===== src/rtl/serial_parity_receiver.sv =====
// Receiver for the XOR-parity serial link: start bit, DATA_BITS data bits LSB-first,
// parity bit, stop bit. Emits each word with a one-cycle valid pulse and error flags.
module serial_parity_receiver #(
  parameter int DATA_BITS  = 8,
  parameter int ODD_PARITY = 0
) (
  input  logic                 clk,
  input  logic                 reset,
  input  logic                 bit_en,
  input  logic                 rx_in,
  output logic [DATA_BITS-1:0] data_out,
  output logic                 data_valid,
  output logic                 parity_err,
  output logic                 frame_err,
  output logic                 busy
);

  localparam int             CW       = $clog2(DATA_BITS + 1);
  localparam logic           ODD_BIT  = (ODD_PARITY != 0);
  localparam logic [CW-1:0]  LAST_CNT = CW'(DATA_BITS - 1);

  typedef enum logic [1:0] {
    IDLE   = 2'd0,
    DATA   = 2'd1,
    PARITY = 2'd2,
    STOP   = 2'd3
  } state_t;

  state_t               state_q;
  logic [DATA_BITS-1:0] shift_q;
  logic [DATA_BITS-1:0] shift_d;
  logic [DATA_BITS-1:0] data_q;
  logic [CW-1:0]        cnt_q;
  logic                 acc_q;
  logic                 perr_q;
  logic                 valid_q;
  logic                 parity_err_q;
  logic                 frame_err_q;
  logic                 busy_q;

  // New bits enter at the MSB so the first bit received settles at bit 0.
  always_comb begin
    shift_d                = shift_q >> 1;
    shift_d[DATA_BITS-1]   = rx_in;
  end

  always_ff @(posedge clk or posedge reset) begin
    if (reset) begin
      state_q      <= IDLE;
      shift_q      <= '0;
      data_q       <= '0;
      cnt_q        <= '0;
      acc_q        <= 1'b0;
      perr_q       <= 1'b0;
      valid_q      <= 1'b0;
      parity_err_q <= 1'b0;
      frame_err_q  <= 1'b0;
      busy_q       <= 1'b0;
    end else begin
      valid_q <= 1'b0;
      if (bit_en) begin
        case (state_q)
          IDLE: begin
            if (!rx_in) begin
              cnt_q   <= '0;
              acc_q   <= 1'b0;
              state_q <= DATA;
              busy_q  <= 1'b1;
            end
          end
          DATA: begin
            shift_q <= shift_d;
            acc_q   <= acc_q ^ rx_in;
            cnt_q   <= cnt_q + CW'(1);
            if (cnt_q == LAST_CNT) begin
              state_q <= PARITY;
            end
          end
          PARITY: begin
            perr_q  <= acc_q ^ rx_in ^ ODD_BIT;
            state_q <= STOP;
          end
          STOP: begin
            data_q       <= shift_q;
            parity_err_q <= perr_q;
            frame_err_q  <= ~rx_in;
            valid_q      <= 1'b1;
            state_q      <= IDLE;
            busy_q       <= 1'b0;
          end
          default: begin
            state_q <= IDLE;
            busy_q  <= 1'b0;
          end
        endcase
      end
    end
  end

  assign data_out   = data_q;
  assign data_valid = valid_q;
  assign parity_err = parity_err_q;
  assign frame_err  = frame_err_q;
  assign busy       = busy_q;

endmodule


===== config.mk =====
export PLATFORM = sky130hd
export DESIGN_NAME = serial_parity_receiver
export DESIGN_NICKNAME = d
export VERILOG_FILES = /design/src/rtl/serial_parity_receiver.sv
export SDC_FILE = /design/constraint.sdc
export NUM_CORES = 1
export LEC_CHECK = 0
export CAP_MARGIN = 20
export CELL_PAD_IN_SITES_DETAIL_PLACEMENT = 1
export CELL_PAD_IN_SITES_GLOBAL_PLACEMENT = 1
export CORE_ASPECT_RATIO = 1.5
export CORE_MARGIN = 10
export CORE_UTILIZATION = 42
export CTS_BUF_LIST = sky130_fd_sc_hd__clkbuf_4 sky130_fd_sc_hd__clkbuf_8
export DETAILED_ROUTE_END_ITERATION = 16
export PLACE_DENSITY_LB_ADDON = 0.1
export SKIP_CTS_REPAIR_TIMING = 1
export SLEW_MARGIN = 25
export SYNTH_ARGS = -nofsm -noshare
export SYNTH_HDL_FRONTEND = slang
export SYNTH_SLANG_ARGS = --single-unit

===== constraint.sdc =====
create_clock -name clk -period 1.5 [get_ports clk]
set_input_delay 0.45 -clock clk [delete_from_list [all_inputs] [get_ports clk]]
set_output_delay 0.45 -clock clk [all_outputs]
set_load 0.01 [all_outputs]

==> results of run 1 <==
==> cell type report <==
type,count,share of cell area
timing repair buffer,29,0.1860
sequential,28,0.4133
clock buffer,3,0.02435
multi-input combinational,59,0.3188
inverter,5,0.01107
tap,39,0.02878
clock inverter,1,0.01771
==> routing by layer <==
| metal | GRT usage | wire length (µm) | vias to the layer above |
|---|---|---|---|
| met1 | 0.1033 | 1029 | 442 |
| met5 | 0 | 0 | - |
| met4 | 0.04492 | 65 | 0 |
| met3 | 0.02320 | 68 | 6 |
| met2 | 0.2104 | 1713 | 16 |
| li1 | - | - | 389 |
==> cells in the mapped netlist (2+ instances only) <==
master	number
a21oi_1	2
a31oi_1	2
buf_6	2
dfrtp_1	28
ha_1	6
inv_1	5
mux2_2	16
mux2i_1	2
nand2_1	6
nand2b_1	2
nand3b_1	2
o21ai_0	5
==> metrics by stage <==
step                cells  instance area [µm²]  worst slack [ns]  hold slack [ns]  setup TNS (ns)
CTS                   164                 1648           -0.1787           0.5044          -1.952
finish                164                 1695           0.04769           0.5039               0
floorplan              95                 1277           0.03758           0.4637               0
detailed placement    160                 1577           -0.3548           0.4947          -6.807
global placement      160                 1577           -0.3137           0.4647          -5.923
global route          164                 1695          -0.01245           0.5163        -0.01245
==> flip-flops by register name, summed over array words and instances (netlist names) <==
| name | count |
|---|---|
| data_out | 8 |
| shift_q | 8 |
| cnt_q | 4 |
| state_q | 2 |
| acc_q | 1 |
| busy | 1 |
| data_valid | 1 |
| frame_err | 1 |
| parity_err | 1 |
| perr_q | 1 |
==> cells in the final DEF (no fill, tap or decap), types with 2 or more instances in the layout <==
| cell type | n |
|---|---|
| buf_4 | 12 |
| mux2i_1 | 2 |
| nand2b_1 | 2 |
| a31oi_1 | 2 |
| nand3b_1 | 2 |
| mux2_2 | 16 |
| clkbuf_8 | 3 |
| inv_1 | 4 |
| nand2_1 | 6 |
| ha_1 | 4 |
| buf_12 | 2 |
| a21oi_1 | 2 |
| dlymetal6s2s_1 | 14 |
| o21ai_0 | 5 |
| dfrtp_1 | 28 |
==> kinds of logic after synthesis <==
kind of cell    after synthesis  share of synthesized area
compound gates               17                     0.1070
simple gates                 16                    0.07359
flops                        28                     0.5496
buf+inv                       8                    0.03828
mux                          19                     0.1658
xor+xnor                      1                   0.006871
fa+ha+maj                     6                    0.05888
==> power groups by stage <==
stage	Sequential, W	Clock [W]	Combinational (W)
5_1_grt	0.00137	0.000632	0.00162
2_1_floorplan	0.00134	0	0.000757
3_3_place_gp	0.00131	0	0.00140
6_report	0.00132	0.000584	0.00146
4_1_cts	0.00133	0.000605	0.00150
3_5_place_dp	0.00133	0	0.00148
==> worst max-delay path: stages, from the launching register on <==
cell and delay [ns]:
dfrtp_1 0.40, inv_2 0.07, ha_4 0.18, a21bo_4 0.24
a21oi_4 0.12, mux2_1 0.33
==> path summary, 6_finish.rpt <==
kind	start	to	slack (ns)	cells past startpoint
worst max-delay path	state_q[0]	state_q[1]	0.05	5
worst min-delay path	reset	data_valid	0.50	3
worst max register to register	state_q[0]	state_q[1]	0.05	5
worst min register to register	data_out[0]	data_out[0]	0.51	1
max in group asynchronous	reset	frame_err	0.84	3
min in group clk	data_out[0]	data_out[0]	0.51	1
==> results.sh, run 1 <==
export IMPL_synthToLayoutAreaGrowth_pct=32.97
export IMPL_syn_avg_cell_area_um2=13.42
export IMPL_wl_um=2877
export IMPL_clkTransAtPathRegs_ns=0.09
export IMPL_p_int_w=0.002280
export IMPL_die_x_um=64.99
export IMPL_synth_seq_cells=28
export IMPL_drt_pre_antenna_iters=4
export IMPL_netlist_area_um2=1275
export IMPL_drv_slew=0
export IMPL_start_util=0.4377
export IMPL_hold_viol=0
export IMPL_cp_arrival_ns=1.61
export IMPL_track_usage=0.1076
export IMPL_power_w=0.003369
export IMPL_routedWlPerCell_um=17.54
export IMPL_power_switching_w=0.001088
export IMPL_yosysTopAreaCell="dfrtp_1"
export IMPL_drc=0
export IMPL_clkLatencyLatePin_ns=0.27
export IMPL_drive_gt1_frac=0.3520
export IMPL_final_core_util=0.5820
export IMPL_grt_pass1_wl_um=4885
export IMPL_layout_min_cycle_time_ns=1.452
export IMPL_cp_required_ns=1.66
export IMPL_synth_top_cell_area_share=0.5496
export IMPL_seq_power_share=0.392
export IMPL_fill_cells=309
export IMPL_grt_max_degree=29
export IMPL_cts_buffers=3
export IMPL_fin_nets=136
export IMPL_synth_area_leaders="dfrtp_1 (55%), mux2_2 (14%), ha_1 (5.9%)"
export IMPL_worst_setup_path_type="reg2reg"
export IMPL_place_hpwl_um=2100
export IMPL_vdd_drop_max_mv=1.217
export IMPL_dieArea_um2=5685
export IMPL_ys_flop_type="dfrtp_1"
export IMPL_grt_overflow_total=0
export IMPL_setup_violations=0
export IMPL_p_comb_frac=0.434
export IMPL_status="complete, no violations"
export IMPL_synth_seq_area_share=0.5496
export IMPL_max_freq_ghz=0.6886
export IMPL_powerDensity_nw_per_um2=1987
export IMPL_start_kind="flip-flop"
export IMPL_power_leakage_nw=0.9331
export IMPL_viasPerCell=5.201
export IMPL_fp_row_count=24
export IMPL_coreArea_um2=2913
export IMPL_synth_cells=95
export IMPL_synthArstFlopShare=1.000
export IMPL_cts_root_buf="clkbuf_8"
export IMPL_synth_edf_count=0
export IMPL_ios=16
export IMPL_crit_path_end_kind="flip-flop"
export IMPL_synth_nets=105
export IMPL_clock_power_share=0.173
export IMPL_synth_cell_types=29
export IMPL_gp_congestion=0.7772
export IMPL_skew_ns=0.002326
export IMPL_die_h_um=87.48
export IMPL_dr_first_iter_drc_count=12
export IMPL_port_buffers=15
export IMPL_swShare=0.3231
export IMPL_num_vias=853
export IMPL_clock_path_buffers=2
export IMPL_cts_max_level=1
export IMPL_grt_setup_unrepaired="true"
export IMPL_cts_sinks=28
export IMPL_grt_pass1_vias=1013
export IMPL_multiInputGateArea_um2=540.5
export IMPL_worst_pin_slew_ns=0.2202
export IMPL_antenna_found_initial=0
export IMPL_fin_crit_sh=0.9682
export IMPL_slew_limit_headroom=0.8517
export IMPL_hold_path_class="in2async"
export IMPL_cts_tree="yes"
export IMPL_drtAntennaViolNets=0
export IMPL_yosys_warnings=0
export IMPL_cap_violations=0
export IMPL_antenna_cells=0
export IMPL_seqCellArea_um2=700.7
export IMPL_cp_max_fo=5
(Power assumes the default switching activity.)
==> inputs of run 2 (changes only) <==
--- a/config.mk
+++ b/config.mk
@@ -6,12 +6,13 @@
 export NUM_CORES = 1
 export LEC_CHECK = 0
 export CAP_MARGIN = 20
-export CELL_PAD_IN_SITES_DETAIL_PLACEMENT = 1
-export CELL_PAD_IN_SITES_GLOBAL_PLACEMENT = 1
+export CELL_PAD_IN_SITES_DETAIL_PLACEMENT = 2
+export CELL_PAD_IN_SITES_GLOBAL_PLACEMENT = 2
 export CORE_ASPECT_RATIO = 1.5
 export CORE_MARGIN = 10
-export CORE_UTILIZATION = 42
+export CORE_UTILIZATION = 35
 export CTS_BUF_LIST = sky130_fd_sc_hd__clkbuf_4 sky130_fd_sc_hd__clkbuf_8
+export CTS_CLUSTER_DIAMETER = 80
 export DETAILED_ROUTE_END_ITERATION = 16
 export PLACE_DENSITY_LB_ADDON = 0.1
 export SKIP_CTS_REPAIR_TIMING = 1
==> results.sh, run 2 (synthesis results as in run 1) <==
export IMPL_vdd_drop_max_mv=0.8194
export IMPL_start_util=0.3697
export IMPL_rr_worst_depth=6
export IMPL_hold_path_class="reg2reg"
export IMPL_status="complete, no violations"
export IMPL_coreArea_um2=3448
export IMPL_grt_pass1_vias=1000
export IMPL_grt_pass1_wl_um=4864
export IMPL_drt_pre_antenna_iters=4
export IMPL_fill_cells=340
export IMPL_cp_required_ns=1.72
export IMPL_drc=0
export IMPL_powerDensity_nw_per_um2=1970
export IMPL_routedWlPerCell_um=17.80
export IMPL_dr_first_iter_drc_count=11
export IMPL_place_hpwl_um=2103
export IMPL_cts_root_buf="clkbuf_8"
export IMPL_finalSetupTns_ns=0
export IMPL_worst_pin_slew_ns=0.2147
export IMPL_cp_max_fo=4
export IMPL_layout_common_cells="dfrtp_1 (28), mux2_2 (16), buf_4 (15)"
export IMPL_clkLatencyLatePin_ns=0.27
export IMPL_setup_violations=0
export IMPL_power_w=0.003421
export IMPL_r2r_start="state_q[0]"
export IMPL_clock_path_buffers=2
export IMPL_hold_viol=0
export IMPL_grt_overflow_total=0
export IMPL_layout_min_cycle_time_ns=1.493
export IMPL_port_buffers=15
export IMPL_die_x_um=69.28
export IMPL_cts_buffers=3
export IMPL_drive_gt1_frac=0.3721
export IMPL_skew_ns=0.003336
export IMPL_start_kind="flip-flop"
export IMPL_viasPerCell=5.058
export IMPL_grt_setup_unrepaired="true"
export IMPL_cp_arrival_ns=1.71
export IMPL_hold_worst_slack_ns=0.5025
export IMPL_synthToLayoutAreaGrowth_pct=36.21
export IMPL_fin_nets=140
export IMPL_cts_max_level=1
export IMPL_crit_path_end_kind="flip-flop"
export IMPL_whs_path_depth=2
export IMPL_wl_um=3043
export IMPL_power_leakage_nw=0.9536
export IMPL_dieArea_um2=6507
export IMPL_clkTransAtPathRegs_ns=0.10
export IMPL_gp_congestion=0.7298
export IMPL_ios=16
export IMPL_reg2reg_setup_slack_ns=0.007
export IMPL_post_route_cell_area_um2=1737
export IMPL_fin_crit_sh=0.9951
export IMPL_cts_sinks=28
export IMPL_cts_tree="yes"
export IMPL_worst_setup_path_type="reg2reg"
export IMPL_max_freq_ghz=0.6699
export IMPL_critPathLaunch="state_q[0]"
export IMPL_track_usage=0.09002
export IMPL_post_dp_cell_area_um2=1608
export IMPL_rr_endpoint="cnt_q[3]"
export IMPL_cap_violations=0
export IMPL_final_common_cell="dfrtp_1"
export IMPL_fp_row_count=26
export IMPL_min_from="frame_err"
export IMPL_final_core_util=0.5036
export IMPL_min_to="frame_err"
export IMPL_antenna_found_initial=0
export IMPL_drv_slew=0
export IMPL_num_vias=865
export IMPL_slew_limit_headroom=0.8566
export IMPL_grt_max_degree=29
export IMPL_drtAntennaViolNets=0
export IMPL_antenna_cells=0
export IMPL_die_h_um=93.92
-- run 2: changes by cell type in the layout (fill, tap and decap cells not counted), sizes merged --
cell	before	now
buf	14	18
clkdlybuf4s50	1	2
dlymetal6s2s	14	13
-- run 2: power breakdown --
part | internal [W] | leakage (nW) | switching [W] | total, W
clock network | 0.000357 | 0.0357 | 0.000236 | 0.000593
logic | 0.000877 | 0.569 | 0.000642 | 0.00152
registers | 0.00109 | 0.349 | 0.000220 | 0.00131
-- run 2: layout make-up --
class,count,area [µm²],area share
clock inverter,1,30.03,0.01729
inverter,5,18.77,0.01081
multi-input combinational,59,538.0,0.3098
clock buffer,3,41.29,0.02378
tap,42,52.55,0.03026
sequential,28,700.7,0.4035
timing repair buffer,33,355.3,0.2046
-- run 2: layer usage --
layer  global-route usage  wire length (µm)
met1              0.09225              1168
met2               0.1697              1735
met3              0.01799                89
met4              0.04209                49
met5                    0                 0
-- run 2: stage by stage --
stage	instances	worst slack [ns]
3_3_place_gp	165	-0.3350
5_1_grt	171	-0.04615
4_1_cts	169	-0.2002
3_5_place_dp	165	-0.3694
2_1_floorplan	95	0.03758
6_report	171	0.007283
-- run 2: how the worst max path moves through the flow --
stage / endpoint / depth (start not counted)
2_1_floorplan: state_q[1] / 5
3_3_place_gp: state_q[1] / 4
3_5_place_dp: cnt_q[3] / 5
4_1_cts: busy / 1
5_1_grt: state_q[1] / 5
6_report: cnt_q[3] / 6
-- run 2: worst max-delay path, cell delays in order (launching register included) --
cell and delay, ns:
dfrtp_1 0.39, inv_1 0.07, ha_2 0.22, a21bo_4 0.24, buf_12 0.13, nor4b_2 0.25, a211o_2 0.14
==> inputs of run 3 (changes only) <==
--- a/config.mk
+++ b/config.mk
@@ -5,15 +5,17 @@
 export SDC_FILE = /design/constraint.sdc
 export NUM_CORES = 1
 export LEC_CHECK = 0
+export ABC_AREA = 1
 export CAP_MARGIN = 20
 export CELL_PAD_IN_SITES_DETAIL_PLACEMENT = 2
 export CELL_PAD_IN_SITES_GLOBAL_PLACEMENT = 2
 export CORE_ASPECT_RATIO = 1.5
-export CORE_MARGIN = 10
-export CORE_UTILIZATION = 35
+export CORE_MARGIN = 3
+export CORE_UTILIZATION = 32
 export CTS_BUF_LIST = sky130_fd_sc_hd__clkbuf_4 sky130_fd_sc_hd__clkbuf_8
 export CTS_CLUSTER_DIAMETER = 80
 export DETAILED_ROUTE_END_ITERATION = 16
+export GPL_ROUTABILITY_DRIVEN = 1
 export PLACE_DENSITY_LB_ADDON = 0.1
 export SKIP_CTS_REPAIR_TIMING = 1
 export SLEW_MARGIN = 25
==> results.sh, run 3 <==
export IMPL_antenna_found_initial=0
export IMPL_cts_buffers=3
export IMPL_clkLatencyLatePin_ns=0.27
export IMPL_grt_setup_unrepaired="false"
export IMPL_fp_row_count=27
export IMPL_rr_worst_depth=8
export IMPL_power_leakage_nw=0.9631
export IMPL_synth_area_leaders="dfrtp_1 (57%), nand2_1 (12%), ha_1 (6.1%)"
export IMPL_die_h_um=81.97
export IMPL_port_buffers=15
export IMPL_synth_top_cell_area_share=0.5691
export IMPL_grt_max_degree=29
export IMPL_coreArea_um2=3682
export IMPL_cp_top_family="buffers and inverters"
export IMPL_syn_avg_cell_area_um2=9.619
export IMPL_cpPeakStageDelay_ns=0.54
export IMPL_wl_um=2945
export IMPL_synth_edf_count=0
export IMPL_cts_root_buf="clkbuf_8"
export IMPL_netlist_area_um2=1231
export IMPL_num_vias=957
export IMPL_synth_seq_cells=28
export IMPL_rr_endpoint="cnt_q[2]"
export IMPL_synth_fa_ha_area_frac=0.06098
export IMPL_layout_min_cycle_time_ns=1.386
export IMPL_crit_chain="clkdlybuf4s50_1 -> buf_4 -> nand2_2 -> nor2_1 -> a21oi_1"
export IMPL_min_to="data_out[6]"
export IMPL_drive_gt1_frac=0.2166
export IMPL_drv_slew=0
export IMPL_dr_first_iter_drc_count=17
export IMPL_synth_common_cells="nand2_1 (39), dfrtp_1 (28), inv_1 (13)"
export IMPL_synth_seq_area_share=0.5691
export IMPL_start_kind="input pin"
export IMPL_synth_compound_area_frac=0.1179
export IMPL_min_from="data_out[6]"
export IMPL_die_x_um=56.65
export IMPL_critPathSlowestCell="clkdlybuf4s50_1"
export IMPL_antenna_cells=0
export IMPL_vdd_drop_max_mv=0.7690
export IMPL_final_common_cell="nand2_1"
export IMPL_skew_ns=0.005149
export IMPL_drc=0
export IMPL_cp_arrival_ns=1.54
export IMPL_ys_flop_type="dfrtp_1"
export IMPL_track_usage=0.1422
export IMPL_fin_nets=168
export IMPL_fill_cells=395
export IMPL_worst_setup_path_type="in2reg"
export IMPL_grt_pass1_vias=1078
export IMPL_synth_nets=138
export IMPL_grt_pass1_wl_um=5106
export IMPL_layout_common_cells="nand2_1 (39), dfrtp_1 (28), inv_1 (13)"
export IMPL_cp_max_fo=16
export IMPL_drt_pre_antenna_iters=4
export IMPL_status="complete, no violations"
export IMPL_synth_most_common_cell="nand2_1"
export IMPL_yosysTopAreaCell="dfrtp_1"
export IMPL_setup_violations=0
export IMPL_drtAntennaViolNets=0
export IMPL_start_util=0.3344
export IMPL_r2r_start="state_q[0]"
export IMPL_dieArea_um2=4643
export IMPL_synth_cells=128
export IMPL_whs_path_depth=2
export IMPL_fin_crit_sh=0.9240
export IMPL_critPathBufInv=2
export IMPL_yosys_warnings=0
export IMPL_reg2reg_setup_slack_ns=0.12
export IMPL_cts_tree="yes"
export IMPL_cp_required_ns=1.65
export IMPL_worst_pin_slew_ns=0.3067
export IMPL_cts_sinks=28
export IMPL_crit_path_end_kind="flip-flop"
export IMPL_hold_viol=0
export IMPL_slew_limit_headroom=0.7948
export IMPL_ios=16
export IMPL_viasPerCell=4.785
export IMPL_clock_path_buffers=2
export IMPL_max_freq_ghz=0.7215
export IMPL_place_hpwl_um=2270
export IMPL_synth_cell_types=21
export IMPL_routedWlPerCell_um=14.73
export IMPL_hold_path_class="reg2reg"
export IMPL_synthMuxAreaShare=0.008130
export IMPL_grt_overflow_total=0
export IMPL_clkTransAtPathRegs_ns=0.09
export IMPL_synthXorXnorAreaFrac=0.007114
export IMPL_synthArstFlopShare=1.000
export IMPL_gp_congestion=0.6617
export IMPL_cap_violations=0
export IMPL_power_w=0.003120
export IMPL_final_core_util=0.4468
export IMPL_powerDensity_nw_per_um2=1896
export IMPL_cts_max_level=1
export IMPL_synthToLayoutAreaGrowth_pct=33.64
export IMPL_synth_top_family_by_area="simple AND/OR/NAND/NOR gates"
export IMPL_synth_simple_area_share=0.1809
## run 3: cell types whose count changed after synthesis, moves of 4 or more
cell	delta
inv_1	+8
mux2_2	-16
nand2_1	+33
nand3_1	+4
o21ai_0	-4
o21ai_1	+9
o21ai_2	+7
## run 3: report_power, final
group          internal, W  leakage [nW]  switching, W  total, W
Clock             0.000357        0.0357      0.000229  0.000586
Combinational     0.000607         0.568      0.000695   0.00130
Sequential         0.00105         0.359      0.000184   0.00123
## run 3: stage by stage
stage                     setup WS [ns]  hold slack [ns]  instances  instance area [µm²]  setup TNS, ns
after global routing           0.007571           0.5141        200                 1645              0
final                            0.1140           0.4880        200                 1645              0
after floorplan                  0.2584           0.4422        128                 1231              0
after global placement          -0.1215           0.4643        191                 1500         -1.321
after CTS                       -0.1465           0.4978        195                 1572         -1.554
after detailed placement        -0.1829           0.4765        191                 1500         -2.376
## run 3: logic make-up after synthesis
group | Yosys count
compound gates | 22
flops | 28
xor+xnor | 1
mux | 1
simple gates | 53
fa+ha+maj | 6
buf+inv | 17
## run 3: area by class of cell
cell class              count  area [µm²]  area share
clock buffers               3       41.29     0.02510
clock inverters             1       30.03     0.01825
inverters                  15       56.30     0.03422
flip-flops and latches     28       700.7      0.4259
well taps                  43       53.80     0.03270
repair buffers             27       295.3      0.1795
multi-input cells          83       467.9      0.2844
## run 3: per-layer routing
metal | vias up | track usage | share of wire
li1 | 466 | - | -
met2 | 6 | 0.2882 | 0.60
met4 | 0 | 0.05701 | 0.0081
met1 | 483 | 0.1454 | 0.38
met5 | - | 0 | 0
met3 | 2 | 0.01415 | 0.019
## run 3: worst max path at each step
stage | to | start | cells after the start
finish | shift_q[7] | bit_en | 5
global route | shift_q[4] | state_q[0] | 5
CTS | busy | busy | 1
detailed placement | shift_q[7] | bit_en | 5
global placement | shift_q[7] | bit_en | 5
floorplan | shift_q[6] | state_q[1] | 6
## run 3: worst register-to-register path, stage by stage (launching register included)
cell	delay [ns]
dfrtp_1	0.40
inv_1	0.09
ha_2	0.20
nand2_1	0.08
nand2_1	0.09
nor2_2	0.18
inv_2	0.10
nand2_1	0.07
o21ai_1	0.06
